File: src/rtl/rtc_timer.sv
// rtc_timer: memory-mapped machine timer on the core data bus.
//
// It holds a 64-bit mtime counter that advances on prescaler ticks and a
// 64-bit mtimecmp compare register. It raises a level interrupt while
// IE is set and mtime >= mtimecmp.
//
// Register map (byte offset from BASE, addr[1:0] ignored):
//   0x00 MTIME_LO   0x04 MTIME_HI (returns the shadow latched by MTIME_LO)
//   0x08 CMP_LO     0x0C CMP_HI
//   0x10 CTRL       bit0 RUN, bit1 IE
//   0x14 PRESC      [15:0] prescaler reload
//   0x18, 0x1C      read 0, writes ignored
//
// Bus handshake: there is no back-pressure. A cycle with en high and addr
// inside the 32-byte BASE window is one complete access. A write
// (write != 0) takes effect at that edge. A read (write == 0) presents
// data on data_o after that edge. data_o is 0 after any other cycle.
//
// Ports:
//   clk     rising-edge clock
//   reset   asynchronous active-low reset
//   en      bus access strobe
//   write   byte write enables, 4'b0000 = read
//   addr    bus address
//   data_i  write data
//   data_o  registered read data
//   mti     registered machine-timer interrupt (level)
module rtc_timer #(
    parameter logic [31:0] BASE      = 32'h80006000,
    parameter logic [15:0] PRESC_RST = 16'd1000
) (
    input  logic        clk,
    input  logic        reset,
    input  logic        en,
    input  logic [3:0]  write,
    input  logic [31:0] addr,
    input  logic [31:0] data_i,
    output logic [31:0] data_o,
    output logic        mti
);

    localparam logic [2:0] OFF_MTIME_LO = 3'd0;
    localparam logic [2:0] OFF_MTIME_HI = 3'd1;
    localparam logic [2:0] OFF_CMP_LO   = 3'd2;
    localparam logic [2:0] OFF_CMP_HI   = 3'd3;
    localparam logic [2:0] OFF_CTRL     = 3'd4;
    localparam logic [2:0] OFF_PRESC    = 3'd5;

    logic [63:0] mtime;
    logic [63:0] mtimecmp;
    logic [31:0] hi_shadow;
    logic        run;
    logic        ie;
    logic [15:0] presc;
    logic [15:0] pcnt;

    logic        sel;
    logic [2:0]  off;
    logic        wr_en;
    logic        rd_en;
    logic        tick;
    logic [31:0] rdata;
    logic [31:0] ctrl_new;
    logic [31:0] presc_new;
    logic        unused_bits;

    assign sel   = en && (addr[31:5] == BASE[31:5]);
    assign off   = addr[4:2];
    assign wr_en = sel && (write != 4'b0000);
    assign rd_en = sel && (write == 4'b0000);
    assign tick  = run && (pcnt == presc);

    // Byte-address bits are not decoded.
    assign unused_bits = ^addr[1:0];

    // Replace only the enabled byte lanes of cur with wdata.
    function automatic logic [31:0] merge(input logic [31:0] cur,
                                          input logic [31:0] wdata,
                                          input logic [3:0]  be);
        logic [31:0] res;
        res = cur;
        for (int i = 0; i < 4; i++) begin
            if (be[i]) res[8*i +: 8] = wdata[8*i +: 8];
        end
        return res;
    endfunction

    assign ctrl_new  = merge({30'd0, ie, run}, data_i, write);
    assign presc_new = merge({16'd0, presc}, data_i, write);

    // A bus write to either half of mtime overrides the tick for the
    // whole counter in that cycle. The unwritten half keeps its value.
    always_ff @(posedge clk or negedge reset) begin
        if (!reset) begin
            mtime <= 64'd0;
        end else if (wr_en && off == OFF_MTIME_LO) begin
            mtime[31:0] <= merge(mtime[31:0], data_i, write);
        end else if (wr_en && off == OFF_MTIME_HI) begin
            mtime[63:32] <= merge(mtime[63:32], data_i, write);
        end else if (tick) begin
            mtime <= mtime + 64'd1;
        end
    end

    always_ff @(posedge clk or negedge reset) begin
        if (!reset) begin
            mtimecmp <= 64'hFFFF_FFFF_FFFF_FFFF;
            run      <= 1'b0;
            ie       <= 1'b0;
            presc    <= PRESC_RST;
        end else if (wr_en) begin
            case (off)
                OFF_CMP_LO: mtimecmp[31:0]  <= merge(mtimecmp[31:0], data_i, write);
                OFF_CMP_HI: mtimecmp[63:32] <= merge(mtimecmp[63:32], data_i, write);
                OFF_CTRL: begin
                    run <= ctrl_new[0];
                    ie  <= ctrl_new[1];
                end
                OFF_PRESC:  presc <= presc_new[15:0];
                default:    ;
            endcase
        end
    end

    // Any CTRL or PRESC write restarts the prescaler phase. This puts the
    // first tick exactly PRESC+1 edges after the write.
    always_ff @(posedge clk or negedge reset) begin
        if (!reset) begin
            pcnt <= 16'd0;
        end else if (wr_en && (off == OFF_CTRL || off == OFF_PRESC)) begin
            pcnt <= 16'd0;
        end else if (run) begin
            pcnt <= tick ? 16'd0 : pcnt + 16'd1;
        end
    end

    always_comb begin
        rdata = 32'd0;
        case (off)
            OFF_MTIME_LO: rdata = mtime[31:0];
            OFF_MTIME_HI: rdata = hi_shadow;
            OFF_CMP_LO:   rdata = mtimecmp[31:0];
            OFF_CMP_HI:   rdata = mtimecmp[63:32];
            OFF_CTRL:     rdata = {30'd0, ie, run};
            OFF_PRESC:    rdata = {16'd0, presc};
            default:      rdata = 32'd0;
        endcase
    end

    // Reading MTIME_LO snapshots the upper half. A following MTIME_HI read
    // then pairs with it, even if the low half wrapped in between.
    always_ff @(posedge clk or negedge reset) begin
        if (!reset) begin
            data_o    <= 32'd0;
            hi_shadow <= 32'd0;
            mti       <= 1'b0;
        end else begin
            data_o <= rd_en ? rdata : 32'd0;
            if (rd_en && off == OFF_MTIME_LO) hi_shadow <= mtime[63:32];
            mti <= ie && (mtime >= mtimecmp);
        end
    end

endmodule

File: config.mk
export PLATFORM = sky130hd
export DESIGN_NAME = rtc_timer
export DESIGN_NICKNAME = d
export VERILOG_FILES = /design/src/rtl/rtc_timer.sv
export SDC_FILE = /design/constraint.sdc
export NUM_CORES = 1
export LEC_CHECK = 0
export CELL_PAD_IN_SITES_DETAIL_PLACEMENT = 0
export CELL_PAD_IN_SITES_GLOBAL_PLACEMENT = 1
export CORE_UTILIZATION = 35
export CTS_BUF_LIST = sky130_fd_sc_hd__clkbuf_8
export DETAILED_ROUTE_END_ITERATION = 6
export GPL_ROUTABILITY_DRIVEN = 0
export PLACE_DENSITY = 0.67
export RECOVER_POWER = 50
export SETUP_SLACK_MARGIN = 0.15
export SLEW_MARGIN = 20
export SYNTH_ARGS = -nofsm -noshare
export SYNTH_HDL_FRONTEND = slang
export SYNTH_SLANG_ARGS = --single-unit
File: constraint.sdc
create_clock -name clk -period 5.5 [get_ports clk]
set_clock_uncertainty 0.1 [all_clocks]
set_input_delay 1.1 -clock clk [delete_from_list [all_inputs] [get_ports clk]]
set_output_delay 1.1 -clock clk [all_outputs]
set_load 0.01 [all_outputs]
# Word-level counts from Yosys, hierarchy flattened

Index checks and enable logic that the tools add are counted.

Output and inout port bits: 33
Bits of input ports: 71
Register bits: 227

$lt $le $gt $ge: 1
Add/subtract/negate cells: 2
Bitwise gates (word level): 1
Equality and inequality tests: 16
Muxes and demuxes: 13
Reductions and logical operators: 35

Operator list:

| kind                  | count |
|---|---|
| $pmux 32 s6           | 1 |
| $mux 32               | 4 |
| $add 64x1->64 const B | 1 |
| $ge 64x64->1          | 1 |
| $mux 64               | 1 |
| $reduce_and 3->1      | 19 |
| $mux 16               | 3 |
| $mux 8                | 4 |
| $eq 27x27->1 const B  | 1 |
| $ne 2x2->1 const B    | 9 |
| $add 16x1->16 const B | 1 |
| $eq 16x16->1          | 1 |
| $logic_and 1x1->1     | 9 |
| $eq 3x2->1 const B    | 2 |
| $eq 3x3->1 const B    | 2 |
| $reduce_bool 2->1     | 3 |
| $logic_not 4->1       | 1 |
| $reduce_bool 4->1     | 1 |
| $eq 3x1->1 const B    | 1 |
| $logic_not 3->1       | 1 |
| $logic_or 1x1->1      | 1 |
| $not 1->1             | 1 |

# Depth between registers and ports, before layout

Gate-level depths: netlist of run 1.

Depth in word-level cells: 6
Depth in mapped cells: 10
Mapped depth without buffers: 9

# Worst setup path before layout of run 1

No wires, ideal clock.

Kind: in2reg
From: input write[1]
To: register mtime[63]
Setup time: 0.120 ns
Data arrival time: 3.413 ns
Path slack: 1.867 ns
Required time: 5.280 ns
Stages on the path: 10
Cells stage by stage: buf_2 -> or4_1 -> clkbuf_1 -> or4b_1 -> nor3_1 -> or4_1 -> buf_2 -> nor4_2 -> mux2i_1 -> nor2_1

Longest elaborated chain between the ends: 5

Ends and longest elaborated chain:

| element                                             | line   | source |
|---|---|---|
| from (decl)                                         | 35     | `input logic [3:0] write,` |
| $reduce_bool 4->1 *                                 | 69     | `assign wr_en = sel && (write != 4'b0000);` |
| $logic_and 1x1->1 *                                 | 69     |  |
| $logic_and 1x1->1, on equally long branches         | 98, 96 |  |
| $ne 2x2->1 (no source line) (tied with other cells) | --     |  |
| $reduce_and 3->1 (no source line)                   | --     |  |
| to (signal assigned)                                | 99     | `mtime[63:32] <= merge(mtime[63:32], data_i, write);` |
| to (signal assigned)                                | 101    | `mtime <= mtime + 64'd1;` |
| to (decl)                                           | 49     | `logic [63:0] mtime;` |

Mark *: on every way between the ends. The rest lies on a longest branch, timed or not.
A chain may end at the register's enable or synchronous reset.

# Worst setup path after layout of run 1

From: input write[1]
To: register mtime[30]

Longest elaborated chain between the ends: 5

Ends and longest elaborated chain:

| element                                                          | line   | source |
|---|---|---|
| $reduce_bool 4->1 *                                              | 69     |  |
| $logic_and 1x1->1 *                                              | 69     |  |
| $logic_and 1x1->1, on equally long branches                      | 96, 98 |  |
| $ne 2x2->1 (no source line) or $reduce_bool 2->1 (tied branches) | --     |  |
| $reduce_and 3->1 (no source line)                                | --     |  |
| to (signal assigned)                                             | 97     | `mtime[31:0] <= merge(mtime[31:0], data_i, write);` |
| to (signal assigned)                                             | 101    |  |

Marks and branches as above.

==> impl_metrics.env, run 1 <==
export IMPL_totalNegativeSetupSlack_ns=0
export IMPL_max_vdd_ir_drop_uv=106
export IMPL_drc_errors=0
export IMPL_vias_per_cell=5.72
export IMPL_arrival_ns=4.56
export IMPL_finalWorstPathRequiredPeriod_ns=4.16
export IMPL_path_clk_slew_ns=0.06
export IMPL_ys_warnings_count=0
export IMPL_setup_viol=0
export IMPL_drtIter0Drc=876
export IMPL_yosysSeqAreaShare_pct=44.0
export IMPL_p_per_area_nw_per_um2=221
export IMPL_initial_core_util_pct=35.7
export IMPL_rsz0062_at_grt="no"
export IMPL_leakage_nw=6.69
export IMPL_worstSetupPathType="in2reg"
export IMPL_start_kind="primary input"
export IMPL_tightestPinTransition_ns=2.86
export IMPL_cts_root_buffer="clkbuf_8"
export IMPL_grt_max_degree=106
export IMPL_clk_path_buf_depth=3
export IMPL_drv_cap=1
export IMPL_core_area_sq_um=36800
export IMPL_cts_setup_buffers=0
export IMPL_avgSynthCellArea_sq_um=9.72
export IMPL_async_flop_share_pct=100
export IMPL_syn_area_sq_um=13100
export IMPL_wl_um=44300
export IMPL_nNetsFinal=1608
export IMPL_dp_hpwl_um=32200
export IMPL_syn_to_final_growth_pct=18.8
export IMPL_yosys_top_cells_count="dfrtp_1 (157), mux2_2 (113), nand2_1 (108)"
export IMPL_slew_limit_headroom_pct=-90.9
export IMPL_ant_nets=0
export IMPL_io_pins=104
export IMPL_firstDrtPassIters=6
export IMPL_worstSetupEndpointType="flop"
export IMPL_hp_class="reg2reg"
export IMPL_synth_most_common_cell="dfrtp_1"
export IMPL_die_w_um=196
export IMPL_status="finished, violations left"
export IMPL_cts_buffers=45
export IMPL_wl_per_cell_um=22.5
export IMPL_grt_first_pass_wirelength_um=68500
export IMPL_final_layout_size_suffix_gt1_share_pct=19.4
export IMPL_finalCritPeriodShare_pct=75.7
export IMPL_power_mw=3.44
export IMPL_dp_cells=1892
export IMPL_grt_antenna_before_repair=1
export IMPL_vias=11300
export IMPL_synth_edf_count=0
export IMPL_hold_buffers=0
export IMPL_synth_cell_types=67
export IMPL_slew_viol_final=105
export IMPL_cts_tree="built"
export IMPL_rows=70
export IMPL_whs_ns=0.401
export IMPL_ys_ff_latch=227
export IMPL_numClockSinks=227
export IMPL_grt_pass1_vias=11300
export IMPL_die_area_sq_um=38300
export IMPL_synth_nets=1486
export IMPL_worstSkewPairLatency_ns=0.62
export IMPL_ys_flop_type="dfrtp_1"
export IMPL_finalHoldViolations=0
export IMPL_synth_area_leaders="dfrtp_1 (30%), dfstp_2 (14%), mux2_2 (9.7%)"
export IMPL_htreeDepth=2
export IMPL_required_ns=5.90
export IMPL_grtUsageTotal_pct=23.6
export IMPL_fin_cells=1975
export IMPL_synth_area_leader_cell="dfrtp_1"
export IMPL_cts_resized=0
export IMPL_utilization_pct=42.4
export IMPL_max_freq_mhz=240
export IMPL_portBuffers=101
export IMPL_violations="max-capacitance violations, max-slew violations"
export IMPL_synth_top_area_share_pct=30.0
export IMPL_crit_fanout=9
export IMPL_fp_dieH_um=196
export IMPL_netlist_instances=1349
export IMPL_gr_total_overflow=0
==> path summary, 6_finish.rpt <==
kind | cells past startpoint | slack [ns] | to | startpoint
min in group asynchronous | 1 | 1.33 | mtime[57] | reset
hold reg to reg | 1 | 0.40 | hi_shadow[16] | hi_shadow[16]
max in group asynchronous | 2 | 1.79 | data_o[25] | reset
setup / recovery | 9 | 1.34 | mtime[30] | write[1]
setup reg to reg | 8 | 1.65 | mtime[38] | mtime[15]
hold / removal | 1 | 0.40 | hi_shadow[16] | hi_shadow[16]
==> cell families after synthesis <==
family / synth area share, %
muxes: 10.4
buffers and inverters: 4.23
adders and majority gates: 6.30
and+or+nand+nor: 18.7
AOI/OAI and AO/OA: 14.9
DFF: 44.0
xor gates and xnor gates: 1.47
==> per-stage QoR <==
step | setup slack (ns) | area, sq um
after global placement | 0.803 | 14800
after detailed placement | 0.826 | 14800
final | 1.34 | 15600
after global routing | 1.12 | 15600
after CTS | 1.45 | 15600
after floorplan | 1.87 | 13100
==> critical path, stage by stage <==
cell	delay (ns)
clkdlybuf4s50_1	0.50
or4_1	0.79
or4b_1	0.38
nor3_1	0.08
buf_4	0.18
or4_1	0.80
nor3_1	0.42
nand3_1	0.12
a31oi_1	0.19
==> per-layer routing <==
layer | vias up | wire length, um | GRT usage (%)
met5 | - | 0 | 0
met4 | 0 | 1230 | 8.25
met2 | 352 | 19500 | 35.5
met3 | 73 | 2870 | 4.73
li1 | 5238 | - | -
met1 | 5625 | 20800 | 33.7
==> where the power goes <==
part           total (mW)  internal, mW  leakage, nW  switching [mW]
clock                1.61         0.842        0.527           0.765
sequential           1.67          1.67         2.87    0.0000000450
combinational       0.159        0.0563         3.30           0.103
total                3.44          2.57         6.69           0.868
==> registers in the layout (all words and copies together), names as in the netlist <==
signal     cells
data_o        32
pcnt          16
run            1
hi_shadow     32
mti            1
mtimecmp      64
ie             1
presc         16
mtime         64
==> layout make-up <==
class	count	area [sq um]
fillers	3692	21200
multi-input cells	980	6810
flip-flops and latches	227	5770
repair buffers	138	1290
clock buffers	51	702
well taps	468	586
inverters	79	297
clock inverters	31	125
diodes	1	2.50
==> cells in the final DEF (no fill, tap or decap), drive strengths merged, types with 50 or more instances in the layout <==
master	netlist	routed
dfrtp	157	157
mux2	113	113
nand2	109	109
nor2	107	107
inv	79	107
clkdlybuf4s50	0	84
dfstp	70	70
ha	66	66
a22oi	61	61
nand3	60	60
o21ai	59	59
a21oi	56	56
clkbuf	49	53
nand4	50	50
(Power assumes the default switching activity.)
==> run 2: changes to the inputs <==
--- a/config.mk
+++ b/config.mk
@@ -11,7 +11,7 @@
 export CTS_BUF_LIST = sky130_fd_sc_hd__clkbuf_8
 export DETAILED_ROUTE_END_ITERATION = 6
 export GPL_ROUTABILITY_DRIVEN = 0
-export PLACE_DENSITY = 0.67
+export PLACE_DENSITY = 0.69
 export RECOVER_POWER = 50
 export SETUP_SLACK_MARGIN = 0.15
 export SLEW_MARGIN = 20
==> constraint.sdc (replaced) <==
create_clock -name clk -period 3.3 [get_ports clk]
set_clock_uncertainty 0.1 [all_clocks]
set_input_delay 0.66 -clock clk [delete_from_list [all_inputs] [get_ports clk]]
set_output_delay 0.66 -clock clk [all_outputs]
set_load 0.01 [all_outputs]
==> run 2 against run 1 <==
Effect of this change: sequential cell count unchanged; hold slack got worse by 0.0092 ns; final cell count up 5.1%; highest routed layer unchanged; non-clock buffer count increased by 106; sequential power rose by 67%; cell area grew 6.0%; routed wire length increased by 3.3%; largest cell class unchanged; register-to-register slack got worse by 1.4 ns; critical endpoint is now mtimecmp[17]; first-iteration DRC count up 19%; largest power group unchanged; the run now ends clean; setup slack worse by 1.1 ns; via count increased by 4.7%; global-route usage is 0.39 points higher.
==> impl_metrics.env, run 2 (synthesized netlist as in run 1, its figures left out) <==
export IMPL_status="finished, final reports clean"
export IMPL_firstDrtPassIters=7
export IMPL_worstSetupPathType="in2reg"
export IMPL_stdcell_area_sq_um=16500
export IMPL_die_area_sq_um=38300
export IMPL_grt_first_pass_wirelength_um=69500
export IMPL_numClockSinks=227
export IMPL_cts_buffers=43
export IMPL_wl_per_cell_um=22.1
export IMPL_gr_total_overflow=0
export IMPL_finalWorstPathRequiredPeriod_ns=3.10
export IMPL_vias_per_cell=5.69
export IMPL_final_layout_size_suffix_gt1_share_pct=25.6
export IMPL_grt_pass1_vias=11600
export IMPL_fp_dieH_um=196
export IMPL_drv_cap=0
export IMPL_portBuffers=101
export IMPL_initial_core_util_pct=35.7
export IMPL_cts_root_buffer="clkbuf_8"
export IMPL_leakage_nw=7.26
export IMPL_utilization_pct=44.9
export IMPL_p_per_area_nw_per_um2=346
export IMPL_worstSetupEndpointType="flop"
export IMPL_drtIter0Drc=1043
export IMPL_grt_max_degree=121
export IMPL_die_w_um=196
export IMPL_nNetsFinal=1712
export IMPL_reg_largest_list="mtime: 64 flops, mtimecmp: 64 flops"
export IMPL_finalHoldViolations=0
export IMPL_io_pins=104
export IMPL_wl_um=45800
export IMPL_max_vdd_ir_drop_uv=187
export IMPL_dp_hpwl_um=34300
export IMPL_slew_limit_headroom_pct=10.0
export IMPL_htreeDepth=2
export IMPL_slew_viol_final=0
export IMPL_most_common_layout_cells="dfrtp_1 (156), buf_4 (134), mux2_2 (113), nand2_1 (108), nor2_1 (107)"
export IMPL_setup_viol=0
export IMPL_max_freq_mhz=323
export IMPL_rsz0062_at_grt="yes"
export IMPL_core_area_sq_um=36800
export IMPL_syn_to_final_growth_pct=25.9
export IMPL_ant_nets=0
export IMPL_path_clk_slew_ns=0.05
export IMPL_whs_ns=0.392
export IMPL_finalCritPeriodShare_pct=93.8
export IMPL_vias=11800
export IMPL_drc_errors=0
export IMPL_arrival_ns=3.51
export IMPL_grt_antenna_before_repair=0
export IMPL_start_kind="primary input"
export IMPL_totalNegativeSetupSlack_ns=0
export IMPL_clk_path_buf_depth=3
export IMPL_hp_class="reg2reg"
export IMPL_worstSkewPairLatency_ns=0.60
export IMPL_power_mw=5.72
export IMPL_r2r_slack_ns=0.22
export IMPL_final_common_cell="dfrtp_1"
export IMPL_crit_fanout=9
export IMPL_dpl_cell_area_sq_um=15600
export IMPL_diodes=0
export IMPL_grtUsageTotal_pct=24.0
export IMPL_cts_tree="built"
export IMPL_tightestPinTransition_ns=1.35
export IMPL_rows=70
export IMPL_required_ns=3.72
## run 2: path summary, 6_finish.rpt
path,startpoint,endpoint,depth (start not counted)
worst min-delay path,hi_shadow[30],hi_shadow[30],2
worst min register to register,hi_shadow[30],hi_shadow[30],2
max in group asynchronous,reset,pcnt[10],3
worst max register to register,mtime[1],mtime[40],9
min in group asynchronous,reset,data_o[1],2
worst max-delay path,addr[21],mtimecmp[17],8
## run 2: final cells by class
class                           instances  area [sq um]
Multi-Input combinational cell        980          6910
Clock buffer                           51           702
Tap cell                              468           586
Fill cell                            3642         20300
Inverter                               79           297
Clock inverter                         27           108
Sequential cell                       227          5770
Timing Repair Buffer                  244          2140
## run 2: critical path: stages
cell,delay [ns]
clkdlybuf4s50_1,0.39
or4b_2,0.75
or4b_1,0.62
nor2_1,0.17
buf_4,0.23
nand3_1,0.20
buf_4,0.21
mux2_2,0.27
## run 2: stage by stage
stage	setup slack, ns	cells
after floorplan	0.135	1349
after global placement	-0.375	1990
after detailed placement	-0.402	1990
after CTS	0.167	2069
after global routing	0.0821	2076
final	0.204	2076
## run 2: what timing repair did
| action | 4_1_cts | 5_1_grt |
|---|---|---|
| hold endpoints to repair | 12 | 0 |
| hold buffers | 1 | 0 |
| pin swaps | 0 | 11 |
| gates resized for setup | 4 | 18 |
| setup endpoints to repair | 4 | 38 |
| setup buffers | 0 | 7 |
## run 2: where the power goes
group          switching, mW  internal (mW)  leakage (nW)
Combinational          0.179          0.105          3.89
Sequential      0.0000000630           2.79          2.87
Clock                   1.25           1.39         0.502
## run 2: layer usage
| metal | track usage (%) | wire (um) | up-vias |
|---|---|---|---|
| li1 | - | - | 5449 |
| met1 | 34.3 | 20900 | 5834 |
| met2 | 36.6 | 20400 | 451 |
| met3 | 3.45 | 3050 | 87 |
| met4 | 9.48 | 1470 | 0 |
| met5 | 0 | 0 | - |
